**config.mk**
```make
export PLATFORM = sky130hd
export DESIGN_NAME = light_zone_ctrl
export DESIGN_NICKNAME = d
export VERILOG_FILES = /design/src/rtl/light_pkg.sv /design/src/rtl/light_zone.sv /design/src/rtl/light_zone_ctrl.sv
export SDC_FILE = /design/constraint.sdc
export NUM_CORES = 1
export LEC_CHECK = 0
export CAP_MARGIN = 20
export CORE_MARGIN = 2
export CORE_UTILIZATION = 48
export CTS_BUF_LIST = sky130_fd_sc_hd__clkbuf_4 sky130_fd_sc_hd__clkbuf_8 sky130_fd_sc_hd__clkbuf_16
export CTS_CLUSTER_DIAMETER = 200
export CTS_CLUSTER_SIZE = 30
export DETAILED_ROUTE_END_ITERATION = 10
export PLACE_DENSITY = 0.7
export SYNTH_ARGS = -nofsm -noshare
export SYNTH_HDL_FRONTEND = slang
export SYNTH_SLANG_ARGS = --single-unit
```
**constraint.sdc**
```tcl
create_clock -name clk -period 2.1 [get_ports clk]
set_input_delay 0.63 -clock clk [delete_from_list [all_inputs] [get_ports clk]]
set_output_delay 0.63 -clock clk [all_outputs]
set_load 0.005 [all_outputs]
```
**src/rtl/light_pkg.sv**
```systemverilog
// Shared luminosity levels, default colour names and the ramp step helper
// used by the multi-zone light controller.
package light_pkg;

    typedef enum logic [1:0] {
        LIGHTS_OFF        = 2'd0,
        LOW_LUMINOSITY    = 2'd1,
        MEDIUM_LUMINOSITY = 2'd2,
        HIGH_LUMINOSITY   = 2'd3
    } lum_level_e;

    typedef enum logic [1:0] {
        NATURAL = 2'd0,
        WHITE   = 2'd1,
        BLUE    = 2'd2,
        ORANGE  = 2'd3
    } color4_e;

    // One luminosity step from cur toward tgt, never past it.
    function automatic logic [1:0] step_toward(input logic [1:0] cur, input logic [1:0] tgt);
        logic [1:0] nxt;
        if (cur < tgt) begin
            nxt = cur + 2'd1;
        end else if (cur > tgt) begin
            nxt = cur - 2'd1;
        end else begin
            nxt = cur;
        end
        return nxt;
    endfunction

endpackage

```
**src/rtl/light_zone.sv**
```systemverilog
// One lighting zone: button synchroniser and debounce, colour counter,
// sensor-to-target mapping with hysteresis, and the luminosity ramp.
module light_zone
    import light_pkg::*;
#(
    parameter int SENSOR_W        = 8,
    parameter int NUM_COLORS      = 4,
    parameter int COLOR_W         = 2,
    parameter int T1              = 15,
    parameter int T2              = 30,
    parameter int T3              = 50,
    parameter int HYST            = 2,
    parameter int DEBOUNCE_CYCLES = 4
) (
    input  logic                clk,
    input  logic                rst_n,
    input  logic                tick_i,
    input  logic                button_i,
    input  logic [SENSOR_W-1:0] sensor_i,
    input  logic                all_off_i,
    output logic [1:0]          lum_o,
    output logic [COLOR_W-1:0]  color_o,
    output logic                ramping_o
);

    localparam int CNT_W = $clog2(DEBOUNCE_CYCLES + 1);
    localparam logic [CNT_W-1:0]    CNT_MAX    = CNT_W'(DEBOUNCE_CYCLES);
    localparam logic [COLOR_W-1:0]  COLOR_LAST = COLOR_W'(NUM_COLORS - 1);
    localparam logic [SENSOR_W:0]   T1_W       = (SENSOR_W + 1)'(T1);
    localparam logic [SENSOR_W:0]   T2_W       = (SENSOR_W + 1)'(T2);
    localparam logic [SENSOR_W:0]   T3_W       = (SENSOR_W + 1)'(T3);
    localparam logic [SENSOR_W:0]   HYST_W     = (SENSOR_W + 1)'(HYST);
    localparam logic [SENSOR_W:0]   SMAX_W     = {1'b0, {SENSOR_W{1'b1}}};

    function automatic logic [1:0] band_level(input logic [SENSOR_W:0] s);
        logic [1:0] lvl;
        if (s < T1_W) begin
            lvl = HIGH_LUMINOSITY;
        end else if (s < T2_W) begin
            lvl = MEDIUM_LUMINOSITY;
        end else if (s < T3_W) begin
            lvl = LOW_LUMINOSITY;
        end else begin
            lvl = LIGHTS_OFF;
        end
        return lvl;
    endfunction

    logic               sync1_q, sync1_d, sync2_q, sync2_d, stable_q, stable_d;
    logic [CNT_W-1:0]   cnt_q, cnt_d;
    logic [COLOR_W-1:0] color_q, color_d;
    logic [1:0]         target_q, target_d, lum_q, lum_d;
    logic               press_s;
    logic [SENSOR_W:0]  s_ext_s, sum_s, sp_s, sm_s;
    logic [1:0]         lvl_up_s, lvl_dn_s;

    // Next-state logic for debounce, colour, target and ramp.
    always_comb begin
        sync1_d  = button_i;
        sync2_d  = sync1_q;
        stable_d = stable_q;
        cnt_d    = cnt_q;
        press_s  = 1'b0;
        color_d  = color_q;
        target_d = target_q;
        lum_d    = lum_q;

        if (sync2_q == stable_q) begin
            cnt_d = '0;
        end else if (cnt_q == CNT_MAX) begin
            stable_d = sync2_q;
            cnt_d    = '0;
            press_s  = sync2_q;
        end else begin
            cnt_d = cnt_q + 1'b1;
        end

        if (press_s) begin
            color_d = (color_q == COLOR_LAST) ? '0 : color_q + 1'b1;
        end else begin
            color_d = color_q;
        end

        // Widened by one bit so the saturating add cannot wrap.
        s_ext_s  = {1'b0, sensor_i};
        sum_s    = s_ext_s + HYST_W;
        sp_s     = (sum_s > SMAX_W) ? SMAX_W : sum_s;
        sm_s     = (s_ext_s >= HYST_W) ? (s_ext_s - HYST_W) : '0;
        lvl_up_s = band_level(sp_s);
        lvl_dn_s = band_level(sm_s);

        if (all_off_i) begin
            target_d = LIGHTS_OFF;
        end else if (lvl_up_s > target_q) begin
            target_d = lvl_up_s;
        end else if (lvl_dn_s < target_q) begin
            target_d = lvl_dn_s;
        end else begin
            target_d = target_q;
        end

        if (tick_i) begin
            lum_d = step_toward(lum_q, target_q);
        end else begin
            lum_d = lum_q;
        end
    end

    // Zone state registers.
    always_ff @(posedge clk or negedge rst_n) begin
        if (!rst_n) begin
            sync1_q  <= 1'b0;
            sync2_q  <= 1'b0;
            stable_q <= 1'b0;
            cnt_q    <= '0;
            color_q  <= '0;
            target_q <= LIGHTS_OFF;
            lum_q    <= LIGHTS_OFF;
        end else begin
            sync1_q  <= sync1_d;
            sync2_q  <= sync2_d;
            stable_q <= stable_d;
            cnt_q    <= cnt_d;
            color_q  <= color_d;
            target_q <= target_d;
            lum_q    <= lum_d;
        end
    end

    assign lum_o     = lum_q;
    assign color_o   = color_q;
    assign ramping_o = (lum_q != target_q);

endmodule

```
**src/rtl/light_zone_ctrl.sv**
```systemverilog
// Multi-zone light controller: shared ramp prescaler plus one light_zone
// per zone, with per-zone fields packed into flat buses.
module light_zone_ctrl
    import light_pkg::*;
#(
    parameter int NUM_ZONES       = 2,
    parameter int SENSOR_W        = 8,
    parameter int NUM_COLORS      = 4,
    parameter int T1              = 15,
    parameter int T2              = 30,
    parameter int T3              = 50,
    parameter int HYST            = 2,
    parameter int DEBOUNCE_CYCLES = 4,
    parameter int RAMP_DIV        = 4,
    localparam int COLOR_W        = (NUM_COLORS < 2) ? 1 : $clog2(NUM_COLORS)
) (
    input  logic                            clk,
    input  logic                            reset,
    input  logic [NUM_ZONES-1:0]            color_button,
    input  logic [NUM_ZONES*SENSOR_W-1:0]   sunlight_sensor,
    input  logic                            all_off,
    output logic [NUM_ZONES*2-1:0]          luminosity,
    output logic [NUM_ZONES*COLOR_W-1:0]    color,
    output logic [NUM_ZONES-1:0]            ramping
);

    localparam int PRE_W = (RAMP_DIV > 1) ? $clog2(RAMP_DIV) : 1;
    localparam logic [PRE_W-1:0] PRE_LAST = PRE_W'(RAMP_DIV - 1);

    logic [PRE_W-1:0] pre_q, pre_d;
    logic             tick_s;

    // Prescaler wrap and ramp tick generation.
    always_comb begin
        tick_s = (pre_q == PRE_LAST);
        if (tick_s) begin
            pre_d = '0;
        end else begin
            pre_d = pre_q + 1'b1;
        end
    end

    // Prescaler register.
    always_ff @(posedge clk or negedge reset) begin
        if (!reset) begin
            pre_q <= '0;
        end else begin
            pre_q <= pre_d;
        end
    end

    for (genvar z = 0; z < NUM_ZONES; z++) begin : g_zone
        light_zone #(
            .SENSOR_W        (SENSOR_W),
            .NUM_COLORS      (NUM_COLORS),
            .COLOR_W         (COLOR_W),
            .T1              (T1),
            .T2              (T2),
            .T3              (T3),
            .HYST            (HYST),
            .DEBOUNCE_CYCLES (DEBOUNCE_CYCLES)
        ) u_zone (
            .clk       (clk),
            .rst_n     (reset),
            .tick_i    (tick_s),
            .button_i  (color_button[z]),
            .sensor_i  (sunlight_sensor[z*SENSOR_W +: SENSOR_W]),
            .all_off_i (all_off),
            .lum_o     (luminosity[2*z +: 2]),
            .color_o   (color[z*COLOR_W +: COLOR_W]),
            .ramping_o (ramping[z])
        );
    end

endmodule
```
* Word-level counts from Yosys, hierarchy flattened
Index checks and enable logic that the tools add are counted.
Word-level totals: logic and storage cells 108, input bits 21, register bits after elaboration 26, output and inout port bits 10
Operators by class: multiplexer cells 37, reductions and logical operators 8, bitwise operators 2, $lt $le $gt $ge 24, eq/ne operators 9, $add $sub $neg 13
Operator list (number):
- $mux 2 | 21
- $lt 9x4->1 const B | 4
- $lt 9x5->1 const B | 4
- $lt 9x6->1 const B | 4
- $mux 9 | 4
- $add 8x2->9 const B | 2
- $gt 9x8->1 const B | 2
- $sub 8x2->9 const B | 2
- $ge 8x2->1 const B | 2
- $mux 3 | 4
- $add 2x1->2 const B | 5
- $gt 2x2->1 | 4
- $lt 2x2->1 | 4
- $mux 1 | 8
- $reduce_and 2->1 | 4
- $add 3x1->3 const B | 2
- $eq 2x2->1 const B | 3
- $eq 3x3->1 const B | 2
- $reduce_bool 3->1 | 2
- $ne 2x2->1 | 2
- $reduce_bool 2->1 | 2
- $sub 2x1->2 const B | 2
- $eq 1x1->1 | 2
- $not 1->1 | 2

* Logic depth before layout (Yosys ltp)
depth in word-level cells 10, gate-level depth with buffers 15, depth with buffers taken out 14

* Modules after synthesis
From an unflattened synthesis, not the netlist that was laid out.
Second synthesis, totals: cells, all modules 290, area total of the unflattened synthesis 2526.2 sq um
Modules (own cells, without submodules):
- light_zone | cells an instance 143, sequential area each 300.3 sq um, area each 1229.9 sq um, instances 2
- light_zone_ctrl | cells an instance 4, sequential area each 50.0 sq um, area each 66.3 sq um, instances 1

* Worst setup path after synthesis
No wires, ideal clock.
path kind input to register, start in sunlight_sensor[10], end reg g_zone[1].u_zone.target_q[0], library setup time 0.096 ns, stages on the path 13, data required time 2.004 ns, arrival time 3.361 ns, path buffers 2, path slack -1.356 ns, path through buf_2 -> inv_1 -> ha_1 -> clkbuf_1 -> nor2b_1 -> a21oi_1 -> o21ai_0 -> a21oi_1 -> ha_1 -> nor2b_1 -> o21ai_0 -> mux2_2 -> a311oi_2
Between the ends: longest elaborated chain between the ends 10, elaborated cells between the ends (all ways) 24, those cells by class add/sub: 2; order compare: 10; mux: 11; reduce/logical: 1
RTL lines:
- from (decl) | RTL line light_zone_ctrl.sv:20 | input logic [NUM_ZONES*SENSOR_W-1:0] sunlight_sensor,
- $add 8x2->9 | RTL line light_zone.sv:86 | sum_s = s_ext_s + HYST_W;
- $gt 9x8->1 | RTL line light_zone.sv:87 | sp_s = (sum_s > SMAX_W) ? SMAX_W : sum_s;
- $mux 9 | RTL line light_zone.sv:87
- $lt 9x6->1 | RTL line light_zone.sv:41 | end else if (s < T3_W) begin
- $mux 1 | RTL line light_zone.sv:41
- $mux 2 | RTL line light_zone.sv:39 | end else if (s < T2_W) begin
- $mux 2 | RTL line light_zone.sv:37 | if (s < T1_W) begin
- $gt 2x2->1 | RTL line light_zone.sv:94 | end else if (lvl_up_s > target_q) begin
- $mux 2 | RTL line light_zone.sv:94
- $mux 2 | RTL line light_zone.sv:92 | if (all_off_i) begin
- to (signal assigned) | RTL line light_zone.sv:125 | target_q <= target_d;
- to (decl) | RTL line light_zone.sv:52 | logic [1:0] target_q, target_d, lum_q, lum_d;
Parallel ways exist; a longest one is shown, timed or not. The select of a mux whose other input is x is not followed. A chain may end at the register's enable or synchronous reset.

* Worst setup path in the final report
start in sunlight_sensor[9], end reg g_zone[1].u_zone.target_q[1]
The elaborated chain is that of the path after synthesis.

==> results.md <==
- Status: complete, but fails checks
- Failing checks: setup timing
- Hold/Removal Path Class: register to register
- Critical path launch point: sunlight_sensor[9]
- Post-CTS Hold Buffers: 0
- Synth Register Bits: 26
- Hold Slack: 0.355 ns
- Worst-path clk slew: 0.08 ns
- Reg2Reg Setup Slack: 0.23 ns
- Row cnt: 26
- Clock latency on the worst-skew pair: 0.27 ns
- Async SR Flop Fraction: 100%
- Synth top area cells: dfrtp_1 (26%), ha_1 (10%), o21ai_0 (5.4%), nor2_1 (3.9%), xnor2_1 (3.8%)
- CTS tree: yes
- Tmin final: 2.95 ns
- FF-to-FF path depth: 7
- Critical path class: input port to register
- DP HPWL: 4660 um
- CTS buffer count: 3
- Residual DRC: 0
- Post-Route Skew: 0.00210 ns
- Crit-path most repeated cell: nand2_2
- Core ar.: 5070 sq um
- Starting Density: 49.6%
- First-pass DRT Iterations: 4
- Count leader, synth: o21ai_0
- First-pass GRT wire length: 11,800 um
- Crit path capture: g_zone[1].u_zone.target_q[1]
- Leakage power of the design: 1.65 nW
- Vias in the first global route: 2,693
- DIE HEIGHT: 76.4 um
- Port bufs: 30
- NumNets Final: 450
- Final Setup Violations: 5
- Tot GR Track Use: 23.9%
- Hold wc startpoint: g_zone[0].u_zone.sync1_q
- Share of cells above drive strength 1: 35.9%
- Initial antenna violation count: 0
- Top cells by count, synth: o21ai_0 (27), dfrtp_1 (26), nor2_1 (26)
- Crit path launch type: input port
- Main synth FF type: dfrtp_1
- Max stage delay on crit path: 0.48 ns
- Avg Cell Area, Syn: 8.15 sq um
- Max Freq: 339 MHz
- Antenna Diode Count: 0
- Final Hold Vio Count: 0
- CP Capture Type: register
- Sequential element share of the synthesized area: 25.8%
- Setup ws final: -0.854 ns
- Via count: 2,742
- Root Driver: clkbuf_8
- WL/cell: 14.5 um
- Number of distinct library cells after synthesis: 59
- Syn Nets: 351
- Die width: 76.4 um
- Yosys Warn Count: 0
- Fin crit share: 141%
- Number of flops mapped to enable cells by yosys: 0
- # IOs: 31
- Iter 0 DRT Violations: 164
- Cells after Synth: 309
- Area grow syn2layout: 51.0%
- Final Power: 2.57 mW
- Measured slew at the worst slew-check pin: 0.397 ns
- Maximum fanout along the worst path: 4
- RR Startpoint: g_zone[1].u_zone.target_q[1]
- RSZ-0062 raised after global routing: yes
- Critical-path top delay cell: or4b_4
- Critical path arrival: 3.08 ns
- Clock Path Buffers: 2
- Reg-to-Reg End: g_zone[1].u_zone.target_q[1]
- Power density cells: 675 nW/um^2
- GP Congestion: 0.857
- Area after DPL: 3360 sq um
- Max_slew headroom: 72.8%
- Die area: 5840 sq um
- Crit-path cells: buf_8 -> inv_6 -> ha_4 -> or4b_4 -> o311ai_4 -> a21oi_1 -> a311o_1 -> ha_1 -> nand2_2 -> o21ai_4 -> nand2_2 -> nor2_1 -> a211oi_1 -> mux2i_1
- Slew Limit Fails: 0
- Clk sinks: 26
- Cell type with the largest total area after synthesis: dfrtp_1
- Drt via density: 5.75
- Max VDD drop: 0.413 mV
- Post-synth top area share: 25.8%
- Total congestion overflow: 0
- H-Tree Depth: 1
- Hold path depth: 0
- Routed Antenna Nets: 0
- Mapped Area: 2520 sq um
- Largest net degree at the start of global routing: 27
- MaxCap Viol Count: 0
- Finished Cell Area: 3800 sq um
- Setup TNS: -2.54 ns
- Routed wire length: 6930 um
- Worst endpoint required time: 2.23 ns
-- sequential cells by signal (all words and copies together), names as in the netlist --
| name | flops |
|---|---|
| g_zone.u_zone.sync1_q | 2 |
| g_zone.u_zone.cnt_q | 6 |
| g_zone.u_zone.lum_o | 4 |
| pre_q | 2 |
| g_zone.u_zone.color_o | 4 |
| g_zone.u_zone.sync2_q | 2 |
| g_zone.u_zone.stable_q | 2 |
| g_zone.u_zone.target_q | 4 |
-- placed cells by master (no fill, tap or decap), types with 4 or more instances in the layout --
cell and count:
a31oi_1 6, dfrtp_1 25, o21ai_0 17, mux2i_1 5
buf_4 71, nor4_1 4, inv_1 16, nand2_1 13
clkbuf_8 4, buf_6 10, inv_2 4, o21ai_1 6
xnor2_1 11, nand4_1 4, nor3_1 8, dlygate4sd2_1 7
a21oi_2 4, nor2_1 26, mux2_2 5, clkdlybuf4s50_1 18
o211ai_1 6, ha_4 7, nand2b_1 5, a21oi_1 8
and3_1 5, ha_1 13
-- kinds of logic (layout without fill, tap and decap cells) --
kind of cell / after synthesis / count (layout) / synth area share [%]
mux: 11 / 11 / 4.67
simple gates: 110 / 110 / 24.6
flops: 26 / 26 / 25.8
compound gates: 86 / 86 / 22.9
xor+xnor: 13 / 13 / 4.52
buf+inv: 42 / 140 / 7.05
fa+ha+maj: 21 / 21 / 10.4
-- per-layer routing --
metal | vias to the layer above | global-route usage (%) | share of wire, %
met2 | 74 | 42.4 | 51
met1 | 1298 | 29.3 | 42
li1 | 1340 | - | -
met5 | - | 0 | 0
met3 | 30 | 1.66 | 3.9
met4 | 0 | 11.6 | 3.6
-- critical path, delay by kind of cell --
kind                       cells  cell delay (ns)
AOI/OAI and AO/OA              5             0.91
buffers and inverters          2             0.11
muxes                          1             0.17
adders and majority gates      2             0.55
and+or+nand+nor                4             0.71
-- what timing repair did --
action                                  CTS  global route
pin swaps                                23            10
gates resized for setup                  75            16
buffers inserted                         18             1
gates cloned                              2             0
endpoints found under the setup margin    6             5
-- power by group --
part           leakage [nW]  internal (mW)  switching, mW  total (mW)
Clock                0.0288          0.168          0.151       0.319
Sequential            0.328          0.646          0.124       0.770
Combinational          1.30          0.838          0.642        1.48
-- final cells by class --
type	instances	area [sq um]
clock buffers	4	55.1
inverters	24	108
well taps	70	87.6
repair buffers	112	952
fillers	389	1270
multi-input cells	241	1950
flip-flops and latches	26	652
-- worst min-delay path by stage --
stage | endpoint | slack, ns
3_5_place_dp | g_zone[0].u_zone.sync2_q | 0.34
2_1_floorplan | g_zone[0].u_zone.cnt_q[0] | 0.33
5_1_grt | g_zone[1].u_zone.sync2_q | 0.36
4_1_cts | g_zone[0].u_zone.sync2_q | 0.36
6_report | g_zone[0].u_zone.sync2_q | 0.36
3_3_place_gp | g_zone[1].u_zone.sync2_q | 0.34
-- per-stage QoR --
step	worst slack, ns	utilization, %	instances
floorplan	-0.826	-	309
global placement	-1.35	66.1	453
detailed placement	-1.43	66.1	453
CTS	-0.653	73.4	476
global route	-0.901	74.9	477
finish	-0.854	74.9	477
Note: power is estimated with default switching activity, not from simulation.
